File: config.mk
export PLATFORM = sky130hd
export DESIGN_NAME = bp_be_pipe_idiv_iter
export DESIGN_NICKNAME = d
export VERILOG_FILES = /design/src/rtl/bp_be_pipe_idiv_iter.sv
export SDC_FILE = /design/constraint.sdc
export NUM_CORES = 1
export LEC_CHECK = 0
export ABC_AREA = 1
export ABC_CLOCK_PERIOD_IN_PS = 3700
export BUFFER_PORTS_ARGS = -buffer_cell sky130_fd_sc_hd__buf_2
export CAP_MARGIN = 20
export CORE_MARGIN = 3
export CORE_UTILIZATION = 30
export DETAILED_ROUTE_END_ITERATION = 12
export GPL_ROUTABILITY_DRIVEN = 0
export HOLD_SLACK_MARGIN = 0.03
export PLACE_DENSITY_LB_ADDON = 0.25
export SYNTH_ARGS = -nofsm -noshare
export SYNTH_HDL_FRONTEND = slang
export SYNTH_SLANG_ARGS = --single-unit
File: constraint.sdc
create_clock -name clk_i -period 3.7 [get_ports clk_i]
set_input_delay 0.185 -clock clk_i [delete_from_list [all_inputs] [get_ports clk_i]]
set_output_delay 0.185 -clock clk_i [all_outputs]
set_load 0.01 [all_outputs]
File: src/rtl/bp_be_pipe_idiv_iter.sv
// Iterative integer divide/remainder pipe for RV64M DIV/DIVU/REM/REMU and W forms.
// Restoring shift-subtract datapath, one quotient bit per cycle.
//
// Ports:
//   clk_i, reset_n_i         clock, asynchronous active-low reset
//   v_i, ready_o             issue handshake (accept = v_i & ready_o & ~flush_i)
//   op_i                     0 DIV, 1 DIVU, 2 REM, 3 REMU, 4 DIVW, 5 DIVUW, 6 REMW, 7 REMUW
//   rs1_i, rs2_i             dividend, divisor
//   rd_addr_i                destination register tag
//   flush_i                  kills any in-flight or pending op
//   v_o, data_o, rd_addr_o   result, held until yumi_i
//   yumi_i                   consumer takes the result
module bp_be_pipe_idiv_iter #(
    parameter int unsigned data_width_p     = 64,
    parameter int unsigned reg_addr_width_p = 5
) (
    input  logic                        clk_i,
    input  logic                        reset_n_i,
    input  logic                        v_i,
    output logic                        ready_o,
    input  logic [2:0]                  op_i,
    input  logic [data_width_p-1:0]     rs1_i,
    input  logic [data_width_p-1:0]     rs2_i,
    input  logic [reg_addr_width_p-1:0] rd_addr_i,
    input  logic                        flush_i,
    output logic                        v_o,
    output logic [data_width_p-1:0]     data_o,
    output logic [reg_addr_width_p-1:0] rd_addr_o,
    input  logic                        yumi_i
);

    localparam int unsigned W = data_width_p;

    typedef enum logic [1:0] {StIdle, StCalc, StDone} state_e;

    state_e state_q, state_d;

    logic                        is_rem_q;
    logic                        is_w_q;
    logic                        neg_q;
    logic [reg_addr_width_p-1:0] rd_addr_q;
    logic [W:0]                  rem_q;
    logic [W-1:0]                quot_q;
    logic [W-1:0]                div_q;
    logic [6:0]                  cnt_q;
    logic [W-1:0]                data_q;

    logic accept;
    logic calc_last;

    function automatic logic [W-1:0] sext_w(input logic [31:0] v);
        return {{(W-32){v[31]}}, v};
    endfunction

    // ------------------------------------------------------------------
    // Operand preparation (evaluated every cycle, used only on accept)
    // ------------------------------------------------------------------
    logic         is_w, is_rem, is_signed;
    logic [W-1:0] a_ext, b_ext, a_mag, b_mag, min_neg, special_res;
    logic         sa, sb, div_zero, overflow, special;

    always_comb begin
        is_w      = op_i[2];
        is_rem    = op_i[1];
        is_signed = ~op_i[0];

        if (is_w) begin
            a_ext = {{(W-32){is_signed & rs1_i[31]}}, rs1_i[31:0]};
            b_ext = {{(W-32){is_signed & rs2_i[31]}}, rs2_i[31:0]};
        end else begin
            a_ext = rs1_i;
            b_ext = rs2_i;
        end

        sa    = is_signed & a_ext[W-1];
        sb    = is_signed & b_ext[W-1];
        // Magnitude of the most-negative value wraps to 2^(W-1), which is correct unsigned.
        a_mag = sa ? (~a_ext + 1'b1) : a_ext;
        b_mag = sb ? (~b_ext + 1'b1) : b_ext;

        min_neg  = is_w ? {{(W-31){1'b1}}, 31'b0} : {1'b1, {(W-1){1'b0}}};
        div_zero = (b_ext == '0);
        overflow = is_signed & (a_ext == min_neg) & (&b_ext);
        special  = div_zero | overflow;

        if (div_zero) begin
            special_res = is_rem ? a_ext : '1;
        end else begin
            special_res = is_rem ? '0 : a_ext;
        end
        if (is_w) begin
            special_res = sext_w(special_res[31:0]);
        end
    end

    // ------------------------------------------------------------------
    // Iteration step and final result formatting
    // ------------------------------------------------------------------
    logic [W+1:0] rem_wide, diff;
    logic         take;
    logic [W:0]   rem_n;
    logic [W-1:0] quot_n, mag, signed_res, final_res;

    always_comb begin
        rem_wide   = {rem_q, quot_q[W-1]};
        diff       = rem_wide - {2'b00, div_q};
        take       = ~diff[W+1];
        rem_n      = take ? diff[W:0] : rem_wide[W:0];
        quot_n     = {quot_q[W-2:0], take};
        mag        = is_rem_q ? rem_n[W-1:0] : quot_n;
        signed_res = neg_q ? (~mag + 1'b1) : mag;
        final_res  = is_w_q ? sext_w(signed_res[31:0]) : signed_res;
    end

    // ------------------------------------------------------------------
    // FSM: state register
    // ------------------------------------------------------------------
    always_ff @(posedge clk_i or negedge reset_n_i) begin
        if (!reset_n_i) begin
            state_q <= StIdle;
        end else begin
            state_q <= state_d;
        end
    end

    // FSM: next state
    always_comb begin
        state_d = state_q;
        unique case (state_q)
            StIdle: begin
                if (accept) begin
                    state_d = special ? StDone : StCalc;
                end
            end
            StCalc: begin
                if (flush_i) begin
                    state_d = StIdle;
                end else if (calc_last) begin
                    state_d = StDone;
                end
            end
            StDone: begin
                if (flush_i || yumi_i) begin
                    state_d = StIdle;
                end
            end
            default: state_d = StIdle;
        endcase
    end

    // FSM: outputs and control strobes (state-only for ready_o / v_o)
    always_comb begin
        ready_o   = (state_q == StIdle);
        v_o       = (state_q == StDone);
        accept    = (state_q == StIdle) & v_i & ~flush_i;
        calc_last = (state_q == StCalc) & (cnt_q == 7'd0);
    end

    // ------------------------------------------------------------------
    // Datapath registers
    // ------------------------------------------------------------------
    always_ff @(posedge clk_i or negedge reset_n_i) begin
        if (!reset_n_i) begin
            is_rem_q  <= 1'b0;
            is_w_q    <= 1'b0;
            neg_q     <= 1'b0;
            rd_addr_q <= '0;
            rem_q     <= '0;
            quot_q    <= '0;
            div_q     <= '0;
            cnt_q     <= '0;
            data_q    <= '0;
        end else if (accept) begin
            is_rem_q  <= is_rem;
            is_w_q    <= is_w;
            neg_q     <= is_rem ? sa : (sa ^ sb);
            rd_addr_q <= rd_addr_i;
            rem_q     <= '0;
            // W ops run 32 steps, so their dividend starts in the upper half.
            quot_q    <= is_w ? {a_mag[31:0], {(W-32){1'b0}}} : a_mag;
            div_q     <= b_mag;
            cnt_q     <= is_w ? 7'd31 : 7'd63;
            if (special) begin
                data_q <= special_res;
            end
        end else if (state_q == StCalc) begin
            rem_q  <= rem_n;
            quot_q <= quot_n;
            if (calc_last) begin
                data_q <= final_res;
            end else begin
                cnt_q <= cnt_q - 7'd1;
            end
        end
    end

    assign data_o    = data_q;
    assign rd_addr_o = rd_addr_q;

endmodule

==> results by group <==
Synth
  – Post-synth top area share: 26.3%
  – Synth top area cells: dfrtp_1, nand2_1, inv_1
  – Syn_nets: 4512
  – Distinct cells, synth: 64
  – Yosys top cell by area: dfrtp_1
  – YS warnings: 0
  – Sequential area share after synthesis: 26.3%
  – Avg Inst Size Synth: 6.06 um^2
  – Flops & latches, synth: 274
  – Top_reg_cell synth: dfrtp_1
  – Synthesized area: 26100 um^2
  – Post-Syn Instances: 4301
  – Async SR Flop Fraction: 100%
  – EDFF count, synth: 0

CTS
  – H-tree depth: 2
  – Clock root buffer: clkbuf_16
  – CTS Sinks: 274
  – Skew-Pair Late Insertion Delay: 0.60 ns
  – CTS max path bufs: 3
  – Clk slew on worst S/H paths: 0.07 ns
  – CTS tree: yes
  – Num CTS Buffers: 35

Timing
  – Final worst slack: -0.238 ns
  – Max-slew violations: 0
  – Final hold viol count: 0
  – Fmax: 0.254 GHz
  – Final setup violation count: 52
  – RSZ-0062 raised after global routing: true
  – Final period util: 106%
  – Worst slew pin tran: 0.898 ns
  – Worst Clk Skew: 0.0435 ns
  – Final min period: 3.94 ns
  – Max_slew headroom: 40.1%

Setup path
  – Slowest stage cell, crit path: dfrtp_1
  – Worst EP required: 4.21 ns
  – CP Capture Type: flop
  – CP arrival: 4.44 ns
  – Crit-path most repeated cell: nand2_4
  – WS Path Type: flop to flop
  – Crit path largest cell delay: 0.43 ns
  – Crit path max fanout: 7
  – Crit path launch type: flop

Routing
  – Routed Antenna Nets: 0
  – Via count: 33929
  – Initial DRC count: 3820
  – Total wire length: 137000 um
  – DRC errors left: 0
  – DR WL/cell: 21.1 um
  – DRT Pass-1 Iters: 6
  – Routed vias/inst: 5.23

Finish
  – Commonest cells after routing, fill and taps aside: nand2_1, buf_4, inv_1
  – Most common cell after layout, fill and taps aside: nand2_1
  – Area grow syn2layout: 50.6%
  – Nets: 5531
  – Final non-filler cell area: 39200 um^2
  – Layout cells sized above 1: 33.7%

GRT
  – Initial antenna violation count: 7
  – Grt ovf: 0
  – Pin count of the biggest net entering global routing: 98
  – First-pass GRT wire length: 198000 um
  – Number of global-route vias before repair: 31446
  – Gr usage total: 29.0%

Pwr
  – Int Pwr: 20.1 mW
  – Register share of total power: 13.6%
  – Switching Share: 49.5%
  – LEAKAGE: 19.8 nW
  – Combinational share of power: 77.3%
  – Max VDD drop: 407 uV
  – NetSw: 19.7 mW
  – Pwr Density: 1010 nW/um^2
  – Clock share of power: 9.0%

Floorplanning
  – Die Span Y: 301 um
  – Die area: 90400 um^2
  – I/O pin count: 212
  – Die width: 301 um
  – Rows: 107
  – Core Region: 85700 um^2
  – Initial Util: 30.4%

Place
  – Dpl ws: -0.701 ns
  – Hpwl dp: 109000 um
  – PortBufs: 211
  – Dpl cell area: 34100 um^2

Run status
  – Violated checks: negative setup slack
  – Status: complete, but fails checks

Hold path
  – Hold WC Path Type: primary input to flop

Flow run
  – MaxCap Viol Count: 0
## synthesized netlist by cell type, drive strengths merged, types with 14 or more instances
library cell / number
nand3: 314
nor3: 61
ha: 69
nand2: 1324
buf: 42
o211ai: 37
o221ai: 38
o21ai: 319
nor4: 27
a21oi: 218
nand4: 54
nor2: 472
xor2: 92
nand3b: 14
inv: 577
o21bai: 14
xnor2: 38
dfrtp: 274
a21o: 21
a31oi: 69
o22ai: 30
clkbuf: 129
## kinds of logic after synthesis
logic type | after synthesis | share of synthesized area (%)
fa+ha+maj | 70 | 3.39
xor+xnor | 130 | 4.37
mux | 1 | 0.0432
buf+inv | 759 | 11.4
flops | 274 | 26.3
compound gates | 791 | 17.8
simple gates | 2276 | 36.7
## worst max-delay path, delay by kind of cell, from the launching register on
kind / cells / cell delay [ns]
flops: 1 / 0.43
simple gates: 22 / 2.62
buf+inv: 3 / 0.43
fa+ha+maj: 1 / 0.33
## layout make-up
cell class	count	area, um^2
clock inverters	13	173
well taps	1144	1430
multi-input cells	3272	18900
inverters	588	2210
clock buffers	46	997
repair buffers	1149	8660
flip-flops and latches	274	6880
fillers	8865	46400
diodes	4	10.0
## registers in the layout (all words and copies together), names as in the netlist
name,count
is_w_q,1
cnt_q,7
is_rem_q,1
data_o,64
rd_addr_o,5
quot_q,64
neg_q,1
div_q,64
state_q,2
rem_q,65
## metal layers
| layer | GRT usage [%] | vias to the layer above | part of all wire (%) |
|---|---|---|---|
| met2 | 45.3 | 1576 | 44 |
| met3 | 4.87 | 321 | 8.2 |
| li1 | - | 16098 | - |
| met1 | 38.7 | 15932 | 42 |
| met4 | 14.3 | 2 | 6.0 |
| met5 | 0 | - | 0.0095 |
## worst paths after layout
path | from | end | slack (ns) | depth (start not counted)
max | rem_q[36] | data_o[44] | -0.24 | 26
max in group asynchronous | reset_n_i | div_q[27] | 2.34 | 3
min | rs1_i[46] | quot_q[46] | 0.05 | 3
min reg2reg | rd_addr_o[1] | rd_addr_o[1] | 0.48 | 2
min in group asynchronous | reset_n_i | div_q[39] | 0.26 | 2
max reg2reg | rem_q[36] | data_o[44] | -0.24 | 26
## power by group through the flow
| stage | registers (mW) | clock network, mW | logic [mW] |
|---|---|---|---|
| after detailed placement | 5.30 | 0 | 24.6 |
| after global placement | 5.29 | 0 | 24.5 |
| after floorplan | 4.94 | 0 | 11.9 |
| after global routing | 5.49 | 3.73 | 33.0 |
| final | 5.43 | 3.60 | 30.8 |
| after CTS | 5.37 | 3.63 | 28.1 |
## per-stage QoR
stage	power, mW	cells	utilization [%]	setup TNS, ns	hold slack [ns]
after global placement	29.8	6286	39.8	-23.21	0.304
after detailed placement	29.9	6286	39.8	-25.93	0.300
after CTS	37.1	6447	44.2	-5.29	0.0335
final	39.8	6490	45.8	-7.88	0.0542
after floorplan	16.9	4301	-	0	-0.111
after global routing	42.2	6486	45.8	-18.53	0.0477
## what timing repair did
item,in CTS,in global routing
hold buffers,26,0
cloned,8,1
gates resized for setup,383,306
endpoints found under the hold margin,118,0
pin swaps,51,123
setup buffers,70,40
setup endpoints to repair,59,65
No activity file was read; power rests on OpenSTA's default activity.
